==> src/rtl/uart_pkg.sv <==
// ============================================================================
// Module      : uart_pkg
// Description : Shared FSM encoding and defaults for the UART TX scheduler.
// Revision    : 1.0 - initial release
// ============================================================================
`default_nettype none

package uart_pkg;

    localparam int unsigned C_N_REQ   = 4;
    localparam int unsigned C_TIMEOUT = 2048;

    typedef enum logic [1:0] {
        ST_IDLE      = 2'd0,
        ST_LAUNCH    = 2'd1,
        ST_WAIT_DONE = 2'd2,
        ST_HOLD      = 2'd3
    } state_t;

    // Index width that stays legal for a single requester.
    function automatic int unsigned f_idx_w(input int unsigned n);
        return (n > 1) ? $clog2(n) : 1;
    endfunction

endpackage

`default_nettype wire

==> src/rtl/rr_arbiter.sv <==
// ============================================================================
// Module      : rr_arbiter
// Description : Round-robin picker, searching upward from last grant + 1.
// Revision    : 1.0 - initial release
// ============================================================================
`default_nettype none

module rr_arbiter #(
    parameter int unsigned N_REQ = uart_pkg::C_N_REQ,
    parameter int unsigned IDX_W = uart_pkg::f_idx_w(N_REQ)
) (
    input  logic [N_REQ-1:0] i_req,
    input  logic [IDX_W-1:0] i_last,
    output logic [N_REQ-1:0] o_onehot,
    output logic [IDX_W-1:0] o_idx,
    output logic             o_any
);

    logic [IDX_W-1:0] w_pos;

    always_comb begin
        o_onehot = '0;
        o_idx    = '0;
        o_any    = 1'b0;
        w_pos    = '0;
        for (int unsigned k = 1; k <= N_REQ; k++) begin
            w_pos = IDX_W'((32'(i_last) + k) % N_REQ);
            if (!o_any && i_req[w_pos]) begin
                o_any           = 1'b1;
                o_idx           = w_pos;
                o_onehot[w_pos] = 1'b1;
            end
        end
    end

endmodule

`default_nettype wire

==> src/rtl/uart_tx_sched.sv <==
// ============================================================================
// Module      : uart_tx_sched
// Description : Shares one UART transmitter among N_REQ packet requesters.
// Revision    : 1.0 - initial release
// ============================================================================
`default_nettype none

module uart_tx_sched
    import uart_pkg::*;
#(
    parameter  int unsigned N_REQ   = C_N_REQ,
    parameter  int unsigned TIMEOUT = C_TIMEOUT,
    localparam int unsigned IDX_W   = f_idx_w(N_REQ)
) (
    input  logic               i_clk,
    input  logic               i_rst,
    input  logic [N_REQ-1:0]   i_req_valid,
    input  logic [8*N_REQ-1:0] i_req_data,
    input  logic [N_REQ-1:0]   i_req_last,
    output logic [N_REQ-1:0]   o_req_ready,
    output logic               o_tx_start,
    output logic [7:0]         o_tx_data,
    input  logic               i_tx_busy,
    input  logic               i_tx_done,
    output logic [IDX_W-1:0]   o_grant,
    output logic               o_locked,
    output logic               o_err
);

    localparam int unsigned CNT_W = $clog2(TIMEOUT) + 1;

    state_t           r_state;
    state_t           w_next;
    logic [IDX_W-1:0] r_owner;
    logic [IDX_W-1:0] r_last_grant;
    logic [7:0]       r_data;
    logic             r_last;
    logic             r_locked;
    logic             r_err;
    logic [CNT_W-1:0] r_cnt;

    logic [N_REQ-1:0] w_arb_onehot;
    logic [IDX_W-1:0] w_arb_idx;
    logic             w_arb_any;
    logic [N_REQ-1:0] w_ready;
    logic [IDX_W-1:0] w_src;
    logic             w_accept;
    logic             w_start;
    logic             w_release;
    logic             w_hold;
    logic             w_timeout;
    logic             w_tmo_hit;
    logic [7:0]       w_bytes [N_REQ];

    generate
        for (genvar g = 0; g < N_REQ; g++) begin : g_bytes
            assign w_bytes[g] = i_req_data[8*g +: 8];
        end
    endgenerate

    rr_arbiter #(
        .N_REQ (N_REQ),
        .IDX_W (IDX_W)
    ) u_arb (
        .i_req    (i_req_valid),
        .i_last   (r_last_grant),
        .o_onehot (w_arb_onehot),
        .o_idx    (w_arb_idx),
        .o_any    (w_arb_any)
    );

    always_ff @(posedge i_clk or posedge i_rst) begin
        if (i_rst) begin
            r_state <= ST_IDLE;
        end else begin
            r_state <= w_next;
        end
    end

    // A done or an accept in the terminal count cycle takes priority over the timeout.
    always_comb begin
        w_next    = r_state;
        w_ready   = '0;
        w_src     = r_owner;
        w_accept  = 1'b0;
        w_start   = 1'b0;
        w_release = 1'b0;
        w_hold    = 1'b0;
        w_timeout = 1'b0;
        w_tmo_hit = (r_cnt == CNT_W'(TIMEOUT - 1));
        case (r_state)
            ST_IDLE: begin
                if (w_arb_any) begin
                    w_ready  = w_arb_onehot;
                    w_src    = w_arb_idx;
                    w_accept = 1'b1;
                    w_next   = ST_LAUNCH;
                end
            end
            ST_LAUNCH: begin
                if (!i_tx_busy) begin
                    w_start = 1'b1;
                    w_next  = ST_WAIT_DONE;
                end
            end
            ST_WAIT_DONE: begin
                if (i_tx_done) begin
                    if (r_last) begin
                        w_release = 1'b1;
                        w_next    = ST_IDLE;
                    end else begin
                        w_hold = 1'b1;
                        w_next = ST_HOLD;
                    end
                end else if (w_tmo_hit) begin
                    w_timeout = 1'b1;
                    w_next    = ST_IDLE;
                end
            end
            ST_HOLD: begin
                if (i_req_valid[r_owner]) begin
                    w_ready[r_owner] = 1'b1;
                    w_accept         = 1'b1;
                    w_next           = ST_LAUNCH;
                end else if (w_tmo_hit) begin
                    w_timeout = 1'b1;
                    w_next    = ST_IDLE;
                end
            end
            default: w_next = ST_IDLE;
        endcase
    end

    always_ff @(posedge i_clk or posedge i_rst) begin
        if (i_rst) begin
            r_owner      <= '0;
            r_last_grant <= IDX_W'(N_REQ - 1);
            r_data       <= '0;
            r_last       <= 1'b0;
            r_locked     <= 1'b0;
            r_err        <= 1'b0;
            r_cnt        <= '0;
        end else begin
            r_err <= w_timeout;
            if (w_accept) begin
                r_data  <= w_bytes[w_src];
                r_last  <= i_req_last[w_src];
                r_owner <= w_src;
            end
            if (w_release || w_timeout) begin
                r_locked     <= 1'b0;
                r_last_grant <= r_owner;
            end
            if (w_hold) begin
                r_locked <= 1'b1;
            end
            if (w_start || w_hold) begin
                r_cnt <= '0;
            end else if (r_state == ST_WAIT_DONE || r_state == ST_HOLD) begin
                r_cnt <= r_cnt + CNT_W'(1);
            end
        end
    end

    assign o_req_ready = w_ready;
    assign o_tx_start  = w_start;
    assign o_tx_data   = r_data;
    assign o_grant     = r_owner;
    assign o_locked    = r_locked;
    assign o_err       = r_err;

endmodule

`default_nettype wire

==> config.mk <==
export PLATFORM = sky130hd
export DESIGN_NAME = uart_tx_sched
export DESIGN_NICKNAME = d
export VERILOG_FILES = /design/src/rtl/uart_pkg.sv /design/src/rtl/rr_arbiter.sv /design/src/rtl/uart_tx_sched.sv
export SDC_FILE = /design/constraint.sdc
export NUM_CORES = 1
export LEC_CHECK = 0
export CAP_MARGIN = 20
export CORE_UTILIZATION = 51
export DETAILED_ROUTE_END_ITERATION = 10
export PLACE_DENSITY = 0.83
export SLEW_MARGIN = 20
export SYNTH_ARGS = -nofsm -noshare
export SYNTH_HDL_FRONTEND = slang
export SYNTH_HIERARCHICAL = 1
export SYNTH_SLANG_ARGS = --single-unit
export TNS_END_PERCENT = 5
==> constraint.sdc <==
create_clock -name i_clk -period 5.1 [get_ports i_clk]
set_input_delay 1.02 -clock i_clk [delete_from_list [all_inputs] [get_ports i_clk]]
set_output_delay 1.02 -clock i_clk [all_outputs]
set_load 0.005 [all_outputs]
Yosys cells after proc, flatten, opt, wreduce, memory -nomap -nowiden
Index checks and enable logic that the tools add are counted.
{ "op_classes": {"addsub": 5, "n_mul": 0, "div_mod_pow": 0, "n_lt_le_gt_ge": 12, "eq_ne": 6, "n_shift": 0, "muxes": 68, "bitwise_logic": 4, "reduce_logical": 18} }
{ "ops": {"columns": ["operator", "count"], "rows": [
  ["2-to-1 mux 1 bit", 30],
  ["2-to-1 mux 12 bit", 2],
  ["2-to-1 mux 2 bit", 12],
  ["2-to-1 mux 4 bit", 6],
  ["less-than comparator 2 x 3 -> 1 bit (second input constant)", 6],
  ["binary-select mux 8 bit (select 2 bit)", 1],
  ["2-to-1 mux 8 bit", 2],
  ["adder 12 x 1 -> 12 bit (second input constant)", 1],
  ["binary-select mux 1 bit (select 2 bit)", 6],
  ["equality test 12 x 11 -> 1 bit (second input constant)", 1],
  ["bitwise OR 4 bit", 3],
  ["demux 1 bit (select 2 bit)", 5],
  [">= comparator 2 x 1 -> 1 bit (second input constant)", 5],
  ["logical AND 1 bit", 8],
  ["case mux 2 bit (4 select lines)", 1],
  ["case mux 4 bit (2 select lines)", 1],
  ["adder 2 x 1 -> 2 bit (second input constant)", 2],
  ["adder 2 bit (second input constant)", 2],
  ["equality test 2 bit (second input constant)", 2],
  ["case mux 1 bit (2 select lines)", 2],
  ["nonzero test 2 bit", 2],
  [">= comparator 3 bit (second input constant)", 1],
  ["zero test 1 bit", 3],
  ["logical OR 1 bit", 3],
  ["other kinds (6)", 6]
]} }
{ "totals": {"register_bits": 29, "latch_bits": 0, "ramBits": 0, "romBits": 0, "in_bits": 44, "output_inout_bits": 17, "wordCells": 121, "memories": 0} }

Depth between registers and ports, before layout
Gate-level depths: netlist of run 1.
{ "logic_depth": {"word_depth": 19, "depth_mapped": 12, "mapped_depth_nobuf": 9} }

Cells and area by module
Netlist of run 1, hierarchy kept.
{ "modules_own_cells": {"columns": ["mod", "n_inst", "cells_each", "area_per_inst_um2", "seq_area_each_um2"], "rows": [
  ["uart_tx_sched", 1, 168, 1844.3, 728.2],
  ["rr_arbiter", 1, 68, 525.5, 0.0]
]} }

Least setup slack after synthesis of run 1
Ideal clock, no wire load.
{ "synth_path": {"path_type": "input -> output", "start": "input i_req_valid[0]", "end": "output o_req_ready[2]", "arrival_time_ns": 2.349, "t_required_ns": 4.080, "slack_ns": 1.731, "path_stages": 7, "n_path_buf": 1, "cell_sequence": "buf_6 mux4_2 a211oi_4 a221o_1 nand3_1 o21ai_0 nor2b_1"} }
{ "synth_via": {"elab_chain_cells": 14, "elab_cells_between_ends": 30, "classes_between": "21 x mux; 3 x bitwise; 6 x reduce/logical"} }
{ "synth_rtl": {"columns": ["item", "line_no", "rtl"], "rows": [
  ["start, declared", "uart_tx_sched.sv:17", "input logic [N_REQ-1:0] i_req_valid,"],
  ["binary-select mux 1 bit (select 2 bit)", "rr_arbiter.sv:28", "if (!o_any && i_req[w_pos]) begin"],
  ["2-to-1 mux 1 bit (implied by the code)", "rr_arbiter.sv:28", null],
  ["2-to-1 mux 1 bit", "rr_arbiter.sv:28", null],
  ["zero test 1 bit", "rr_arbiter.sv:28", null],
  ["logical AND 1 bit", "rr_arbiter.sv:28", null],
  ["2-to-1 mux 1 bit", "rr_arbiter.sv:28", null],
  ["zero test 1 bit", "rr_arbiter.sv:28", null],
  ["logical AND 1 bit", "rr_arbiter.sv:28", null],
  ["2-to-1 mux 1 bit", "rr_arbiter.sv:28", null],
  ["zero test 1 bit", "rr_arbiter.sv:28", null],
  ["logical AND 1 bit", "rr_arbiter.sv:28", null],
  ["2-to-1 mux 4 bit *", "rr_arbiter.sv:28", null],
  ["named net w_arb_onehot[2]", "uart_tx_sched.sv:42", "logic [N_REQ-1:0] w_arb_onehot;"],
  ["2-to-1 mux 4 bit *", "uart_tx_sched.sv:93", "if (w_arb_any) begin"],
  ["case mux 4 bit (2 select lines) *", "uart_tx_sched.sv:91", "case (r_state)"],
  ["end, declared", "uart_tx_sched.sv:20", "output logic [N_REQ-1:0] o_req_ready,"]
]} }
The timed path passes the listed nets; every way through them passes the cells marked *. The select of a mux whose other input is x is not followed.

Final worst setup path of run 1
{ "layout_path": {"start": "input i_req_valid[2]", "end": "output o_req_ready[2]"} }
The elaborated chain is that of the path after synthesis.

==> results of run 1 <==
==> sequential cells by signal, summed over array words and instances (netlist names) <==
name,cells
r_last,1
r_cnt,12
o_err,1
r_state,2
r_last_grant,2
o_tx_data,8
o_locked,1
o_grant,2
==> where the power goes <==
group          internal, mW  switching, mW
Clock                 0.110         0.0814
Combinational         0.587          0.491
Sequential            0.318          0.109
Total                  1.01          0.681
==> routing by layer <==
layer  vias up  global-route usage, %  part of all wire (%)
li1        981                      -                     -
met1       969                  30.55                    43
met2        81                  38.14                    50
met3         6                  4.329                   6.2
met4         0                  6.444                  0.61
met5         -                      0                     0
==> final cells by class <==
cell class / instances / area (um2)
clock buffers: 8 / 90.09
fillers: 326 / 1365
inverters: 14 / 52.55
multi-input cells: 181 / 1513
flip-flops and latches: 29 / 728.2
well taps: 52 / 65.06
repair buffers: 60 / 600.6
==> path summary, 6_finish.rpt <==
path,slack [ps],depth (start not counted),end
min reg2reg,520,1,o_tx_data[0]
max reg2reg,1980,9,o_tx_data[6]
max in group asynchronous,3570,2,o_tx_data[2]
min,520,1,o_tx_data[0]
max,510,10,o_req_ready[2]
min in group asynchronous,1140,2,o_tx_data[4]
==> per-stage QoR <==
stage,std cells,area (um2),utilization [%],setup WS (ps)
after floorplan,236,2370,-,1731
after global placement,336,2959,67.04,624.2
after detailed placement,336,2959,67.04,566.6
after CTS,344,3049,69.08,560.6
after global routing,344,3049,69.08,345.5
final,344,3049,69.08,508.8
==> placed cells by master, fill, tap and decap left out, types with 4 or more instances in the layout <==
| cell | count |
|---|---|
| clkdlybuf4s50_1 | 60 |
| dfrtp_1 | 27 |
| nand2_1 | 20 |
| nor2_1 | 20 |
| ha_1 | 13 |
| nand3_1 | 12 |
| inv_1 | 12 |
| mux2_4 | 10 |
| mux4_2 | 10 |
| a21oi_1 | 8 |
| mux2_2 | 7 |
| nand2b_1 | 7 |
| o21ai_0 | 7 |
| xnor2_1 | 6 |
| clkbuf_8 | 6 |
| a211oi_1 | 5 |
| o21ai_1 | 5 |
| a221o_1 | 4 |
==> cells by family after synthesis <==
kind of cell	count (synthesis)	synth area share [%]
adders and majority gates	13	6.864
buffers and inverters	26	5.702
AOI/OAI and AO/OA	55	17.32
xor gates and xnor gates	8	2.957
muxes	30	20.96
DFF	29	30.73
and+or+nand+nor	75	15.47
==> flow_metrics.tcl, run 1 <==
set metrics [dict create \
    outcome "finished, final reports clean" \
    tns_ps 0 \
    hold_violations 0 \
    worstSkewPairLatency_ps 280 \
    worst_slew_pin_slew_ps 907.2 \
    setup_viol 0 \
    die_h_um 70.17 \
    total_power_mw 1.695 \
    cp-start-kind "primary input" \
    route.detailed.drc 0 \
    crit_slowest_cell "clkdlybuf4s50_1" \
    core_area_um2 4414 \
    path_max_fanout 11 \
    place_congestion 0.9621 \
    clkSinkCount 29 \
    report.final.slew_viol_count 0 \
    cts_setup_buffers 0 \
    num-nets-final 348 \
    max-slew-margin-rel_pct 39.33 \
    worstHoldStart "o_tx_data[0]" \
    n_antenna_cell 0 \
    clk_pin_slew_ps 60 \
    cts_buffers 5 \
    cp.required_ps 4080 \
    synth-edff-count 0 \
    start_util_pct 53.68 \
    fin_worst_skew_ps 7.086 \
    num_rows 24 \
    die_w_um 70.17 \
    num_vias 2037 \
    crit_top_cell "clkdlybuf4s50_1" \
    syn2layout_area_growth_pct 28.67 \
    cp_top_family "buffers and inverters" \
    synth_ff_type "dfrtp_1" \
    synth_area_leader_cell "dfrtp_1" \
    die-area_um2 4923 \
    holdBufCountCts 0 \
    arrival_ps 3570 \
    numPortBuffers 60 \
    maxCapViolCount 0 \
    ys_types 55 \
    synthTopCellsByCount "27 x dfrtp_1, 20 x nand2_1, 20 x nor2_1" \
    cts_htree_levels 2 \
    power-per-cell-area_nw_per_um2 555.9 \
    antenna_found_initial 0 \
    worstSetupStartpoint "i_req_valid[2]" \
    synth-seq-area-share_pct 30.73 \
    yosys_register_bits 29 \
    synth_top_area_share_pct 28.51 \
    yosys_warnings 6 \
    fmax_mhz 217.8 \
    clk_path_buf_depth 2 \
    synth.most_common_cell "dfrtp_1" \
    period_minus_slack_ps 4591 \
    whs_ps 515.7 \
    drive_gt1_share_pct 16.78 \
    drtAntennaViolNets 0 \
    cp_cell_sequence "clkdlybuf4s50_1 -> or3b_1 -> o21ai_1 -> a21oi_1 -> o22ai_2 -> a221o_1 -> nand3_1 -> o21ai_0 -> nor2b_1 -> clkdlybuf4s50_1" \
    grt_pass1_vias 1971 \
    wl_um 5281 \
    syn_nets 293 \
    fin_crit_sh_pct 90.02 \
    critical_path_buf_inv_count 2 \
    gr-total-overflow 0 \
    via_per_inst 5.922 \
    first_pass_iters 4 \
    routedWlPerCell_um 15.35 \
    hpwl_um 4005 \
    async_flop_share_pct 100.0 \
    hold_class "flip-flop to flip-flop" \
    grt_usage_pct 22.93 \
    clock-root-buffer "clkbuf_8" \
    synth_area_um2 2370 \
    syn_avg_cell_area_um2 10.04 \
    rsz0062_at_grt "false" \
    cpPeakStageDelay_ps 690 \
    r2r_start "r_last_grant[0]" \
    cts_tree "done" \
    ios 61 \
    vdd_drop_max_uv 343.5 \
    grt_first_pass_wirelength_um 8983 \
    crit_type "primary input to output port" \
    drt_iter0_drc 300 \
    p_leak_nw 1.229 \
    cts-resized-gates 0 \
    crit_path_end_kind "output port" \
    synth_cells 236 \
    yosys-top-cells-area "dfrtp_1 29%, mux4_2 9.5%, ha_1 6.9%" \
    grt_max_degree 30 \
]
Power figures use the tool's default switching activity.
==> run 2, diff against run 1 <==
--- a/config.mk
+++ b/config.mk
@@ -5,6 +5,7 @@
 export SDC_FILE = /design/constraint.sdc
 export NUM_CORES = 1
 export LEC_CHECK = 0
+export ABC_CLOCK_PERIOD_IN_PS = 5100
 export CAP_MARGIN = 20
 export CORE_UTILIZATION = 51
 export DETAILED_ROUTE_END_ITERATION = 10
==> results of run 2 <==
Final layout, timing and power as in run 1 (identical DEF).
